<file path="config.mk">
export PLATFORM = sky130hd
export DESIGN_NAME = pipe_ctrl
export DESIGN_NICKNAME = d
export VERILOG_FILES = /design/src/rtl/pipe_ctrl_pkg.sv /design/src/rtl/pipe_ctrl_sat.sv /design/src/rtl/pipe_ctrl.sv
export SDC_FILE = /design/constraint.sdc
export NUM_CORES = 1
export LEC_CHECK = 0
export ABC_AREA = 1
export CAP_MARGIN = 20
export CORE_MARGIN = 2
export CORE_UTILIZATION = 41
export CTS_CLUSTER_DIAMETER = 50
export DETAILED_ROUTE_END_ITERATION = 7
export PLACE_DENSITY = 0.77
export SLEW_MARGIN = 5
export SYNTH_ARGS = -nofsm -noshare
export SYNTH_HDL_FRONTEND = slang
export SYNTH_SLANG_ARGS = --single-unit
</file>
<file path="constraint.sdc">
create_clock -name clk -period 1.55 [get_ports clk]
set_input_delay 0.31 -clock clk [delete_from_list [all_inputs] [get_ports clk]]
set_output_delay 0.31 -clock clk [all_outputs]
set_load 0.005 [all_outputs]
</file>
<file path="src/rtl/pipe_ctrl_pkg.sv">
// Shared definitions for the pipeline sequencer: FSM state encodings and
// the default divider-wait timeout.
package pipe_ctrl_pkg;

  typedef enum logic [1:0] {
    CTRL_RUN = 2'd0,
    CTRL_DIV = 2'd1,
    CTRL_BUS = 2'd2
  } ctrl_state_e;

  // Cycles the sequencer waits for the divider before forcing a release.
  localparam int DIV_TO_DEFAULT = 64;

endpackage : pipe_ctrl_pkg

</file>
<file path="src/rtl/pipe_ctrl_sat.sv">
// Saturating up-counter: increments when en_i is high, sticks at all-ones.
module sat_counter #(
  parameter int W = 32
) (
  input  logic         clk,
  input  logic         rst_n,
  input  logic         en_i,
  output logic [W-1:0] cnt_o
);

  logic [W-1:0] cnt_q;
  logic [W-1:0] cnt_d;

  // Next count: hold by default, step only while enabled and not yet full.
  always_comb begin
    // NOTE: assign every comb output a default first so no path leaves it unassigned (no latch).
    cnt_d = cnt_q;
    if (en_i && (cnt_q != {W{1'b1}})) begin
      cnt_d = cnt_q + 1'b1;
    end
  end

  // Count register.
  always_ff @(posedge clk or negedge rst_n) begin
    // NOTE: sequential state uses non-blocking (<=) so all flops update together at the edge.
    if (!rst_n) cnt_q <= '0;
    else        cnt_q <= cnt_d;
  end

  assign cnt_o = cnt_q;

endmodule : sat_counter

</file>
<file path="src/rtl/pipe_ctrl.sv">
// Central pipeline sequencer: turns jumps, load-use hazards, divider
// occupancy and bus freeze requests into stall/flush flags for the
// pc_reg -> if_id -> id_ex -> ex pipeline, plus a stall-cycle counter.
module pipe_ctrl
  import pipe_ctrl_pkg::*;
#(
  parameter int CNT_W  = 32,
  parameter int DIV_TO = DIV_TO_DEFAULT
) (
  input  logic             clk,
  input  logic             rst_n,
  input  logic             jump_en_i,
  input  logic [31:0]      jump_addr_i,
  input  logic             load_use_i,
  input  logic             div_start_i,
  input  logic             div_ready_i,
  input  logic             bus_req_i,
  output logic             jump_en_o,
  output logic [31:0]      jump_addr_o,
  output logic             stall_pc_o,
  output logic             stall_if_id_o,
  output logic             flush_if_id_o,
  output logic             flush_id_ex_o,
  output logic             bus_gnt_o,
  output logic             div_err_o,
  output logic [CNT_W-1:0] stall_cnt_o
);

  localparam int TMO_W = (DIV_TO > 1) ? $clog2(DIV_TO) : 1;
  localparam logic [TMO_W-1:0] TMO_LAST = TMO_W'(DIV_TO - 1);

  ctrl_state_e      state_q, state_d;
  logic [TMO_W-1:0] tmo_q, tmo_d;
  logic             bus_gnt_q, bus_gnt_d;

  // Next state, timeout count and same-cycle pipeline control flags.
  always_comb begin
    state_d       = state_q;
    tmo_d         = tmo_q;
    jump_en_o     = 1'b0;
    jump_addr_o   = '0;
    stall_pc_o    = 1'b0;
    stall_if_id_o = 1'b0;
    flush_if_id_o = 1'b0;
    flush_id_ex_o = 1'b0;
    div_err_o     = 1'b0;

    // Flags stay quiet while reset is held, even though inputs may be active.
    if (rst_n) begin
      unique case (state_q)
        CTRL_RUN: begin
          if (jump_en_i) begin
            // The hazarding instruction is flushed, so hazards/bus are moot.
            jump_en_o     = 1'b1;
            jump_addr_o   = jump_addr_i;
            flush_if_id_o = 1'b1;
            flush_id_ex_o = 1'b1;
          end else if (div_start_i) begin
            stall_pc_o    = 1'b1;
            stall_if_id_o = 1'b1;
            flush_id_ex_o = 1'b1;
            state_d       = CTRL_DIV;
            tmo_d         = '0;
          end else if (load_use_i) begin
            stall_pc_o    = 1'b1;
            stall_if_id_o = 1'b1;
            flush_id_ex_o = 1'b1;
          end else if (bus_req_i) begin
            // Drain this cycle; grant appears once the pipeline is empty.
            stall_pc_o    = 1'b1;
            stall_if_id_o = 1'b1;
            flush_id_ex_o = 1'b1;
            state_d       = CTRL_BUS;
          end
        end

        CTRL_DIV: begin
          stall_pc_o    = 1'b1;
          stall_if_id_o = 1'b1;
          flush_id_ex_o = 1'b1;
          tmo_d         = tmo_q + 1'b1;
          if (div_ready_i) begin
            state_d = CTRL_RUN;
          end else if (tmo_q == TMO_LAST) begin
            div_err_o = 1'b1;
            state_d   = CTRL_RUN;
          end
        end

        CTRL_BUS: begin
          stall_pc_o    = 1'b1;
          stall_if_id_o = 1'b1;
          flush_id_ex_o = 1'b1;
          if (!bus_req_i) state_d = CTRL_RUN;
        end

        default: state_d = CTRL_RUN;
      endcase
    end

    bus_gnt_d = (state_d == CTRL_BUS);
  end

  // State, timeout and grant registers.
  always_ff @(posedge clk or negedge rst_n) begin
    if (!rst_n) begin
      state_q   <= CTRL_RUN;
      tmo_q     <= '0;
      bus_gnt_q <= 1'b0;
    end else begin
      state_q   <= state_d;
      tmo_q     <= tmo_d;
      bus_gnt_q <= bus_gnt_d;
    end
  end

  assign bus_gnt_o = bus_gnt_q;

  sat_counter #(
    .W (CNT_W)
  ) u_stall_cnt (
    .clk   (clk),
    .rst_n (rst_n),
    .en_i  (stall_pc_o),
    .cnt_o (stall_cnt_o)
  );

endmodule : pipe_ctrl

</file>
=== Word level (Yosys, flattened, before mapping) ===
Cells that the tools add are included.

* Flip-flop bits (word level): 41
* Input bits: 39
* Output and inout bits: 71
* Word-level logic and storage cells: 49

* $add $sub $neg: 2
* Equal/unequal tests: 7
* Mux-type cells: 31
* Reduce and logical (&&, ||, !) cells: 5

{| class="wikitable"
|+ Operators with widths
! kind !! count
|-
| 32-bit two-way mux || 3
|-
| 32-bit by 1-bit adder with 32-bit output, second input constant || 1
|-
| 32-bit != test, second input constant || 1
|-
| 2-bit two-way mux || 8
|-
| 1-bit two-way mux || 14
|-
| 6-bit two-way mux || 2
|-
| 6-bit one-hot mux with 2 select lines || 1
|-
| 6-bit by 1-bit adder with 6-bit output, second input constant || 1
|-
| 6-bit equality test, second input constant || 1
|-
| 2-bit one-hot mux with 3 select lines || 1
|-
| 2-bit equality test, second input constant || 2
|-
| 2-bit != test, second input constant || 2
|-
| 1-bit one-hot mux with 2 select lines || 2
|-
| 4-bit AND reduction || 1
|-
| 2-bit by 1-bit equality test with 1-bit output, second input constant || 1
|-
| 2-bit zero test || 1
|-
| 2-bit nonzero test || 1
|-
| 2-bit OR reduction || 1
|-
| 1-bit logical AND || 1
|}

=== Depth between registers and ports, before layout ===
* Word-level depth: 7
* Mapped depth: 12
* Mapped depth without buffers: 10

=== Cells and area by module ===
Synthesis repeated with hierarchy kept, for this count alone.

* Cells, all modules: 483
* Area, all modules: 3056.7 µm²

{| class="wikitable"
|+ Modules (own cells, without submodules)
! module !! times used !! cells an instance !! area each (µm²) !! seq. area each (µm²)
|-
| sat_counter || 1 || 327 || 2150.8 || 800.8
|-
| pipe_ctrl || 1 || 156 || 905.9 || 225.2
|}

=== Worst setup path after synthesis ===
No wires, ideal clock.

* Path kind: reg2reg
* Start point: register u_stall_cnt.cnt_q[0] (netlist: u_stall_cnt.cnt_o[0])
* End point: register u_stall_cnt.cnt_q[12] (netlist: u_stall_cnt.cnt_o[12])
* Setup time: 0.116 ns
* Data arrival time: 1.575 ns
* Data required time: 1.434 ns
* Path slack: -0.141 ns
* Cell stages (with the launch flop): 13
* Buffers on the path: 2
* Period minus slack after synthesis: 1.691 ns
* Path through: dfrtp_1 -> ha_1 -> buf_2 -> nand3_2 -> inv_2 -> nand2_4 -> nor2_4 -> nand2_4 -> nand2_8 -> inv_6 -> buf_6 -> nand2_1 -> nand2_1

* Cells in the longest elaborated chain, start to end: 2
* Elaborated cells on any way between the ends: 3
* Those cells by class: 1 x add/sub; 1 x eq/ne; 1 x reduce/logical

{| class="wikitable"
|+ Ends and longest elaborated chain
! what !! RTL line !! text
|-
| start: declaration || pipe_ctrl_sat.sv:11 || <nowiki>logic [W-1:0] cnt_q;</nowiki>
|-
| start signal: assignment || pipe_ctrl_sat.sv:27 || <nowiki>else cnt_q <= cnt_d;</nowiki>
|-
| branches (longest 2 deep; another with 32-bit by 1-bit adder with 32-bit output) || -- ||
|}

Parallel ways; which one is timed is not known.
A chain may end at the register's enable or synchronous reset.

=== Worst setup path in the final report ===
* Start point: register state_q[0]
* End point: output port jump_addr_o[5]

* Cells in the longest elaborated chain, start to end: 3

{| class="wikitable"
|+ Ends and longest elaborated chain
! what !! RTL line !! text
|-
| start: declaration || pipe_ctrl.sv:32 || <nowiki>ctrl_state_e state_q, state_d;</nowiki>
|-
| start signal: assignment || pipe_ctrl.sv:111 || <nowiki>state_q <= state_d;</nowiki>
|-
| 2-bit zero test || pipe_ctrl.sv:50 || <nowiki>unique case (state_q)</nowiki>
|-
| 32-bit two-way mux || pipe_ctrl.sv:50 ||
|-
| 32-bit two-way mux || pipe_ctrl.sv:49 || <nowiki>if (rst_n) begin</nowiki>
|-
| end: declaration || pipe_ctrl.sv:19 || <nowiki>output logic [31:0] jump_addr_o,</nowiki>
|}

No other way between the ends.

==> results.py <==
metrics = {
    "finish": {
        "most-common-layout-cells": "nand2_1 (182), buf_4 (90), nor2_1 (64), inv_1 (53)",
        "final_cells": 798,
        "finalNetCount": 743,
        "antennaDiodeCount": 0,
        "layout-area-overhead-vs-synth_pct": 69.01,
        "nFillCells": 584,
        "layout.cells.most_common": "nand2_1",
        "final_core_util_pct": 71.86,
        "proportion_of_layout_cells_with_a_drive_suffix_above_1_pct": 33.62,
    },
    "route": {
        "route.final.wire_length_mm": 11.37,
        "route.detailed.wl_per_inst_um": 14.24,
        "routedLengthMet1_mm": 4.376,
        "post_drt_via_cell_ratio": 4.892,
        "detail_route.drc_violations": 0,
        "num_vias": 3904,
        "first_iter_violations": 187,
        "postRouteAntennaNets": 0,
        "drt_pre_antenna_iters": 5,
        "top_layer_used": "met4",
        "met3_length_um": 893,
        "met2_wirelength_mm": 5.617,
    },
    "clock_tree": {
        "ctsLongestPathBuffers": 2,
        "cts.reportedPaths.clkPinSlew_ns": 0.09,
        "cts_hold_buf": 0,
        "numCtsBuffers": 5,
        "clkLatencyLatePin_ns": 0.31,
        "cts-htree-levels": 2,
        "cts_root_buf": "clkbuf_8",
        "tritoncts": "yes",
        "cts_sinks": 41,
    },
    "sta": {
        "tightestPinTransition_ns": 0.5450,
        "skew_ns": 0.01140,
        "final.min_clock_period_ns": 1.926,
        "hold_viol": 0,
        "min_period_over_period_pct": 124.3,
        "final-max-slew-violation-count": 0,
        "totalNegativeSetupSlack_ns": -16.23,
        "setup-violations-final": 74,
        "relative_slew_margins_pct": 63.67,
        "postLayoutSetupSlackWorst_ns": -0.3760,
        "max_freq_mhz": 519.2,
        "holdWs_ns": 0.1724,
        "grt_setup_unrepaired": "yes",
    },
    "global_routing": {
        "initial_antenna_violation_count": 0,
        "grt_first_pass_wirelength_mm": 17.62,
        "global_route_overflow": 0,
        "grt_start_max_net_pins": 43,
        "gr-usage-all-layers_pct": 25.78,
        "grt_pass1_vias": 3910,
    },
    "pwr": {
        "power.static_leakage_uw": 0.002905,
        "irDropWorstVdd_uv": 637.4,
        "powerDensity_mw_per_mm2": 901.4,
        "post-layout-total-power_uw": 4723,
    },
    "worst_hold_path": {
        "min_path_type": "in2async",
    },
    "critical_path": {
        "critPathCaptureType": "primary output",
        "timing.setup.critical_path_class": "reg2out",
        "worst_path_buf_inv": 4,
        "cp_max_fo": 8,
        "timing.critical_path.from_type": "register",
        "cpPeakStageDelay_ns": 0.42,
        "worstPathArrival_ns": 1.62,
        "critPathTopFamily": "buffers and inverters",
        "timing.critical_path.cells": "inv_2 -> ha_4 -> nand2_2 -> nor2_4 -> inv_4 -> clkbuf_16 -> nor2_2 -> buf_2",
        "critical-path-slowest-cell": "dfrtp_1",
        "critPathRequiredTime_ns": 1.24,
    },
    "synth": {
        "post_synth_num_cell_types": 31,
        "yosysSeqAreaShare_pct": 33.09,
        "post_syn_area_sq_mm": 0.003100,
        "syn_inst": 486,
        "yosys_register_bits": 41,
        "postSynthAreaPerCell_sq_um": 6.380,
        "synth.net_count": 531,
        "yosys_warnings": 0,
    },
    "status": {
        "violated_checks": "setup timing",
        "run_status": "finished with violations",
    },
    "flow_run": {
        "timing.max_cap.violations": 0,
    },
    "placed_design": {
        "dpl.hpwl_mm": 7.798,
        "routabilityCongestion": 0.8891,
        "placedCellCount": 755,
        "number_of_buffers_inserted_by_port_buffering": 109,
    },
    "floorplanning": {
        "floorplan.initialDensity_pct": 42.52,
        "horizontal_die_dimension_um": 90.96,
        "die_area_sq_mm": 0.008274,
        "placeableCoreArea_sq_mm": 0.007292,
        "fp.dieH_um": 90.96,
        "top_level_ports": 110,
        "fp-row-count": 31,
    },
}
## worst min-delay path, cell delays in order
cell	delay [ns]
buf_2	0.09
buf_4	0.10
buf_4	0.45
## sequential cells by signal, summed over array words and instances (netlist names)
| signal | flops |
|---|---|
| tmo_q | 6 |
| bus_gnt_o | 1 |
| u_stall_cnt.cnt_o | 32 |
| state_q | 2 |
## path summary, 6_finish.rpt
kind	startpoint	cells after the start	end	slack, ns
setup / recovery	state_q[0]	8	jump_addr_o[5]	-0.38
hold / removal	rst_n	3	bus_gnt_o	0.17
hold reg to reg	u_stall_cnt.cnt_o[27]	2	u_stall_cnt.cnt_o[27]	0.52
max in group asynchronous	rst_n	3	u_stall_cnt.cnt_o[26]	0.97
setup reg to reg	state_q[0]	10	u_stall_cnt.cnt_o[25]	-0.17
min in group clk	rst_n	4	state_q[0]	0.47
## metrics by stage
step                      setup WS [ns]  cell area [sq um]
after floorplan                -0.08046               3153
after global placement          -0.5320               4823
after detailed placement        -0.5738               4823
after CTS                       -0.4138               5037
after global routing            -0.4518               5240
final                           -0.3760               5240
## report_power, final
part           total (uW)  switching [uW]  internal [uW]  leakage, uW
sequential           1260            80.8           1180     0.000560
clock                 732             421            312    0.0000439
combinational        2730            1400           1320      0.00230
total                4720            1910           2820      0.00291
## kinds of logic after synthesis
logic type                 after synthesis  share of synthesized area (%)
and+or+nand+nor                        332                          45.96
buffers and inverters                   73                          10.49
DFF                                     41                          33.09
AOI/OAI and AO/OA                       18                          3.511
xor gates and xnor gates                16                          4.520
adders and majority gates                6                          2.421
## cell usage after synthesis
library cell / count / area [sq um]
nand2_1: 188 / 705.7
nor2_1: 85 / 319.1
inv_1: 59 / 221.5
dfrtp_1: 41 / 1026
nand2_2: 18 / 112.6
nand3_1: 12 / 60.06
xnor2_1: 11 / 96.34
nand3b_1: 10 / 75.07
o21ai_0: 7 / 35.03
ha_1: 6 / 75.07
nor2_2: 6 / 37.54
buf_6: 5 / 56.30
xor2_1: 5 / 43.79
a21oi_1: 4 / 20.02
nand4_1: 4 / 25.02
clkbuf_1: 3 / 11.26
o21ai_1: 3 / 15.01
buf_4: 2 / 15.01
inv_2: 2 / 7.510
nand2_4: 2 / 22.52
nand3_2: 2 / 20.02
nor3_1: 2 / 10.01
a21oi_4: 1 / 16.27
buf_2: 1 / 5.000
inv_6: 1 / 8.760
nand2_8: 1 / 20.02
nor2_4: 1 / 11.26
nor4_1: 1 / 6.260
o211ai_1: 1 / 7.510
o21a_1: 1 / 7.510
o21bai_1: 1 / 7.510
## area by class of cell
| type | count | area [sq um] | area share [%] |
|---|---|---|---|
| clock buffers | 5 | 68.82 | 1.313 |
| clock inverters | 3 | 17.52 | 0.3343 |
| inverters | 62 | 250.2 | 4.776 |
| multi-input cells | 372 | 1923 | 36.70 |
| flip-flops and latches | 41 | 1028 | 19.63 |
| well taps | 99 | 123.9 | 2.364 |
| repair buffers | 216 | 1828 | 34.89 |
## layer usage
layer	GRT usage (%)	vias up
li1	-	1897
met1	29.15	1784
met2	46.17	177
met3	5.975	46
met4	11.11	0
met5	0	-
## what timing repair did
action,in CTS,in global routing
gates cloned,0,6
pin swaps,4,8
setup buffers,26,5
endpoints found under the hold margin,0,0
resized for setup,180,66
setup endpoints to repair,108,83
Power figures use the tool's default switching activity.
